$ cat src/rtl/csi_pkg.sv
// Shared definitions for the CSI capture controller: FSM states, err bit positions,
// qualified-event bit positions and CSI data-type codes.
package csi_pkg;

  typedef enum logic [1:0] {
    ST_IDLE  = 2'd0,
    ST_ARMED = 2'd1,
    ST_FRAME = 2'd2,
    ST_DONE  = 2'd3
  } cap_state_e;

  localparam int ERR_OVERFLOW = 0;
  localparam int ERR_LINE     = 1;
  localparam int ERR_TIMEOUT  = 2;

  // Bit order of the packed {fs, fe, ls, le} event vectors.
  localparam int EV_FS = 3;
  localparam int EV_FE = 2;
  localparam int EV_LS = 1;
  localparam int EV_LE = 0;

  localparam logic [5:0] DT_FS    = 6'h00;
  localparam logic [5:0] DT_FE    = 6'h01;
  localparam logic [5:0] DT_LS    = 6'h02;
  localparam logic [5:0] DT_LE    = 6'h03;
  localparam logic [5:0] DT_RAW10 = 6'h2B;

endpackage

$ cat src/rtl/csi_capture_watchdog.sv
// Inactivity watchdog: counts cycles while active, restarts on clear, flags expiry combinationally
// on the cycle the count reaches TIMEOUT_CYCLES. No backpressure.
module csi_capture_watchdog #(
  parameter int TIMEOUT_CYCLES = 1 << 20
) (
  input  logic clk_i,
  input  logic reset_i,
  input  logic active_i,
  input  logic clear_i,
  output logic expired_o
);

  localparam int CW = $clog2(TIMEOUT_CYCLES + 1);
  localparam logic [CW-1:0] LAST = CW'(TIMEOUT_CYCLES - 1);

  logic [CW-1:0] cnt_q;

  always_ff @(posedge clk_i) begin
    if (reset_i || !active_i || clear_i) begin
      cnt_q <= '0;
    end else begin
      cnt_q <= cnt_q + CW'(1);
    end
  end

  assign expired_o = active_i && !clear_i && (cnt_q == LAST);

endmodule

$ cat src/rtl/csi_capture_ctrl.sv
// CSI frame capture controller: payload strobe -> buffer write 1 cycle later, no backpressure.
// Optional watchdog enabled by defining CSI_CAPTURE_TIMEOUT_EN.
module csi_capture_ctrl
  import csi_pkg::*;
#(
  parameter int ADDR_WIDTH     = 16,
  parameter int MAX_LINES      = 1080,
  parameter int TIMEOUT_CYCLES = 1 << 20
) (
  input  logic                  clock_p,
  input  logic                  reset,
  input  logic                  start,
  input  logic                  stop,
  input  logic                  continuous,
  input  logic [11:0]           cfg_lines,
  input  logic                  frame_start,
  input  logic                  frame_end,
  input  logic                  line_start,
  input  logic                  line_end,
  input  logic                  valid_packet,
  input  logic [31:0]           image_data,
  input  logic                  image_data_enable,
  output logic                  wr_en,
  output logic [ADDR_WIDTH-1:0] wr_addr,
  output logic [31:0]           wr_data,
  output logic                  busy,
  output logic                  done,
  output logic [15:0]           frame_count,
  output logic [11:0]           line_count,
  output logic [2:0]            err
);

  localparam logic [11:0] LINE_MAX = 12'(MAX_LINES);

  cap_state_e            state_q;
  logic [3:0]            lvl_q;
  logic [3:0]            lvl_now;
  logic [3:0]            ev;
  logic                  ev_fs, ev_fe, ev_ls, ev_le;
  logic [ADDR_WIDTH-1:0] ptr_q;
  logic                  full_q;
  logic [11:0]           line_cnt_q, line_cnt_d;
  logic [15:0]           frame_cnt_q;
  logic [2:0]            err_q;
  logic                  wr_en_q, busy_q, done_q;
  logic [ADDR_WIDTH-1:0] wr_addr_q;
  logic [31:0]           wr_data_q;
  logic                  wd_expired;

  assign lvl_now = {frame_start, frame_end, line_start, line_end} & {4{valid_packet}};
  assign ev      = lvl_now & ~lvl_q;
  assign ev_fs   = ev[EV_FS];
  assign ev_fe   = ev[EV_FE];
  assign ev_ls   = ev[EV_LS];
  assign ev_le   = ev[EV_LE];

  assign line_cnt_d = (ev_le && (line_cnt_q < LINE_MAX)) ? line_cnt_q + 12'd1 : line_cnt_q;

`ifdef CSI_CAPTURE_TIMEOUT_EN
  csi_capture_watchdog #(
    .TIMEOUT_CYCLES(TIMEOUT_CYCLES)
  ) u_watchdog (
    .clk_i    (clock_p),
    .reset_i  (reset),
    .active_i ((state_q == ST_ARMED) || (state_q == ST_FRAME)),
    .clear_i  (|ev),
    .expired_o(wd_expired)
  );
`else
  // Line-start only feeds the watchdog; without it the event is intentionally dropped.
  logic unused_ls;
  assign unused_ls  = ev_ls ^ (TIMEOUT_CYCLES > 0);
  assign wd_expired = 1'b0;
`endif

  always_ff @(posedge clock_p) begin
    if (reset) begin
      state_q     <= ST_IDLE;
      lvl_q       <= '0;
      ptr_q       <= '0;
      full_q      <= 1'b0;
      line_cnt_q  <= '0;
      frame_cnt_q <= '0;
      err_q       <= '0;
      wr_en_q     <= 1'b0;
      wr_addr_q   <= '0;
      wr_data_q   <= '0;
      busy_q      <= 1'b0;
      done_q      <= 1'b0;
    end else begin
      lvl_q   <= lvl_now;
      wr_en_q <= 1'b0;
      busy_q  <= 1'b0;
      done_q  <= 1'b0;
      if (stop) begin
        state_q <= ST_IDLE;
      end else if (wd_expired) begin
        state_q             <= ST_IDLE;
        err_q[ERR_TIMEOUT]  <= 1'b1;
      end else begin
        unique case (state_q)
          ST_IDLE: begin
            if (start) begin
              state_q    <= ST_ARMED;
              busy_q     <= 1'b1;
              err_q      <= '0;
              line_cnt_q <= '0;
              wr_addr_q  <= '0;
              ptr_q      <= '0;
              full_q     <= 1'b0;
            end
          end
          ST_ARMED: begin
            busy_q <= 1'b1;
            if (ev_fs) state_q <= ST_FRAME;
          end
          ST_FRAME: begin
            // The last buffer word is written, then the pointer parks instead of wrapping.
            if (image_data_enable && !full_q) begin
              wr_en_q   <= 1'b1;
              wr_addr_q <= ptr_q;
              wr_data_q <= image_data;
              if (ptr_q == '1) begin
                full_q              <= 1'b1;
                err_q[ERR_OVERFLOW] <= 1'b1;
              end else begin
                ptr_q <= ptr_q + ADDR_WIDTH'(1);
              end
            end
            line_cnt_q <= line_cnt_d;
            if (ev_fs) begin
              ptr_q           <= '0;
              full_q          <= 1'b0;
              line_cnt_q      <= '0;
              err_q[ERR_LINE] <= 1'b1;
              busy_q          <= 1'b1;
            end else if (ev_fe) begin
              state_q     <= ST_DONE;
              done_q      <= 1'b1;
              frame_cnt_q <= frame_cnt_q + 16'd1;
              if ((cfg_lines != '0) && (line_cnt_d != cfg_lines)) err_q[ERR_LINE] <= 1'b1;
            end else begin
              busy_q <= 1'b1;
            end
          end
          ST_DONE: begin
            if (continuous) begin
              state_q    <= ST_ARMED;
              busy_q     <= 1'b1;
              ptr_q      <= '0;
              full_q     <= 1'b0;
              line_cnt_q <= '0;
            end else begin
              state_q <= ST_IDLE;
            end
          end
          default: state_q <= ST_IDLE;
        endcase
      end
    end
  end

  assign wr_en       = wr_en_q;
  assign wr_addr     = wr_addr_q;
  assign wr_data     = wr_data_q;
  assign busy        = busy_q;
  assign done        = done_q;
  assign frame_count = frame_cnt_q;
  assign line_count  = line_cnt_q;
  assign err         = err_q;

endmodule

$ cat config.mk
export PLATFORM = sky130hd
export DESIGN_NAME = csi_capture_ctrl
export DESIGN_NICKNAME = d
export VERILOG_FILES = /design/src/rtl/csi_pkg.sv /design/src/rtl/csi_capture_watchdog.sv /design/src/rtl/csi_capture_ctrl.sv
export SDC_FILE = /design/constraint.sdc
export NUM_CORES = 1
export LEC_CHECK = 0
export ABC_AREA = 1
export CAP_MARGIN = 10
export CORE_AREA = 3 3 117 119
export CTS_CLUSTER_DIAMETER = 120
export DETAILED_ROUTE_END_ITERATION = 10
export DIE_AREA = 0 0 120 122
export PLACE_DENSITY = 0.78
export SETUP_SLACK_MARGIN = 0.4
export SYNTH_ARGS = -nofsm -noshare
export SYNTH_HDL_FRONTEND = slang
export SYNTH_SLANG_ARGS = --single-unit
$ cat constraint.sdc
create_clock -name clock_p -period 2.95 [get_ports clock_p]
set_input_delay 0.59 -clock clock_p [delete_from_list [all_inputs] [get_ports clock_p]]
set_output_delay 0.59 -clock clock_p [all_outputs]
set_load 0.1 [all_outputs]
==> run metrics <==
status finished, final reports clean; ANT cells 0; cell-internal power 2.14 mW; Synth top area share between 40% and 50%; Antenna Nets Post-Route 0; period utilization roughly three quarters; Pwr per Cell Area 444 nW/µm²; measured slew at the worst slew-check pin between 500 and 600 ps; routability cong. 0.860; Min-Delay Path Class register to register; port buffer count around 130; TritonCTS clock tree yes; WL/cell 13.0 µm; Root Buffer clkbuf_16; via count 5283; largest area contributor in the netlist dfxtp_1; Final setup viols 0; starting DRC count in detailed routing 252; Clock Path Buffers 2; Vias/cell between 4 and 5; Max-Cap Viols 0; Post-synth top flop dfxtp_1; area grow syn2layout 31.9%; die height about 120 µm; hold_buf cts 0; Placed Cells incl. Taps 1051; fill count 1271; #FFs+latches synth 103; I/O pin total 137; Leakage 2.78 nW; fin crit period 2260 ps; DRT Pass-1 Iters 5; total grt overflow 0; first-pass GRT wire length 23300 µm; initial antenna violation count 0; Syn Area/Cell 6.73 µm²; H-tree depth 3; Detailed Route WL 13900 µm; Core Area 12700 µm²; unrepaired setup endpoints after global routing no; Peak VDD IR 0.000291 V; Util after Layout 53.2%; Distinct cells, synth 38; post-synthesis async set-or-reset flop share 0%; Sink Count 103; Row Count 41; Initial Utilization roughly 40%; Worst Path Required approximately 3200 ps; Worst Path Arrival between 2000 and 3000 ps; Synthesized Nets 821; Sw Share 28.4%; Final Hold Fails 0; Achievable Freq between 400 and 500 MHz; HPWL after detailed placement roughly 10000 µm; normalized max-slew margin about 63%; largest net degree at the start of global routing 49; die boundary width 120 µm; Clk pwr share approximately 38%; nets about 950; Mapped Area 5110 µm²; non-filler cells, final 1067; Commonest cells post-synth nand2_1, nor2_1, dfxtp_1; cells after synthesis roughly 760; worst skew pair latency 350 ps; number of synthesized flops with an enable pin 0; TNS Setup 0 ps; Worst-path clk slew 70 ps; critical path startpoint category primary input; clk_skew 6.16 ps; count leader, synth nand2_1; Final Max Slew Viols 0; Crit. End Element register; CTS Buf Count 9; layout cells sized above 1 between 10% and 20%; number of global-route vias before repair 4983; top cells by area, synth dfxtp_1, nand2_1, nor2_1, inv_1, nand3_1; largest fanout on the critical path 9; Switching Power between 800 and 900 µW; combinational fraction of design power between 10% and 20%; crit path kind primary input to register; Synthesis Warnings 0; Total GRT Usage between 10% and 20%; die area 14600 µm²; sequential area share after synthesis 40.4%; DRC violations left 0; sequential group share of total power 47.5%
==> worst max-delay path, stage by stage <==
cell and delay, ps:
clkdlybuf4s50_1 480, nand2_2 60, or2_4 260, nor2_4 140, nand2_4 120, inv_2 130
nand3_2 80, nor3b_2 190, nand2_1 70, nor2_1 120, nand2_1 90, o21ai_1 120
a21oi_1 50
==> cell families (layout without fill, tap and decap cells) <==
logic type / after synthesis / count (layout) / synth area share, %
fa+ha+maj: 7 / 7 / 1.71
buf+inv: 126 / 262 / 9.50
compound gates: 130 / 130 / 13.1
other cells: 1 / 1 / 0.0734
xor+xnor: 8 / 8 / 1.37
simple gates: 384 / 384 / 33.9
flops: 103 / 103 / 40.4
==> layout make-up <==
type	instances	area [µm²]	share of cell area, %
multi-input combinational	530	2560	38.0
sequential	103	2060	30.6
timing repair buffer	148	1250	18.6
inverter	98	368	5.46
clock buffer	10	229	3.40
tap	172	215	3.20
clock inverter	6	45.0	0.669
==> power groups by stage <==
stage / sequential, mW / clock (mW) / combinational [mW]
floorplan: 1.56 / 0 / 0.180
global placement: 1.45 / 0 / 0.443
detailed placement: 1.45 / 0 / 0.445
CTS: 1.42 / 1.15 / 0.447
global route: 1.42 / 1.22 / 0.485
finish: 1.42 / 1.12 / 0.445
==> final timing paths <==
kind	startpoint	endpoint	slack, ps	cells after the start
setup / recovery	frame_end	frame_count[8]	690	13
hold / removal	frame_count[15]	frame_count[15]	470	2
setup reg to reg	state_q[0]	ptr_q[4]	690	15
hold reg to reg	frame_count[15]	frame_count[15]	470	2
==> state kept, by name, summed over array words and instances, names as in the netlist <==
signal       cells
wr_data         32
wr_en            1
full_q           1
ptr_q           16
frame_count     16
done             1
wr_addr         16
line_count      12
err              2
busy             1
lvl_q            3
state_q          2
==> what timing repair did <==
action                                  CTS  global route
endpoints found under the setup margin    0             2
setup buffers                             0             0
gates resized for setup                   0             2
==> cell usage in the layout (no fill, tap or decap), types with 4 or more instances in the layout <==
master and instances:
nand2_1 136, nor2_1 112, dfxtp_1 103, inv_1 95, buf_4 94, nand3_1 66
o21ai_0 64, a21oi_1 57, clkdlybuf4s50_1 51, nand4_1 20, nor3_1 19, clkbuf_16 9
nor4_1 8, xor2_1 7, ha_1 7, nor2_2 4, nand2_2 4
==> metal layers <==
metal	global-route usage, %	wire, µm
met5	0	0
met4	6.37	194
met3	6.92	1210
met2	31.8	6230
met1	23.8	6250
==> stage by stage <==
step / total power [mW] / hold WS [ps] / setup slack, ps / instance area (µm²)
2_1_floorplan: 1.74 / 434 / 467 / 5110
3_3_place_gp: 1.89 / 453 / 268 / 6460
3_5_place_dp: 1.90 / 461 / 231 / 6460
4_1_cts: 3.02 / 472 / 597 / 6730
5_1_grt: 3.13 / 488 / 466 / 6740
6_report: 2.99 / 469 / 686 / 6740
No activity file was read; power rests on OpenSTA's default activity.
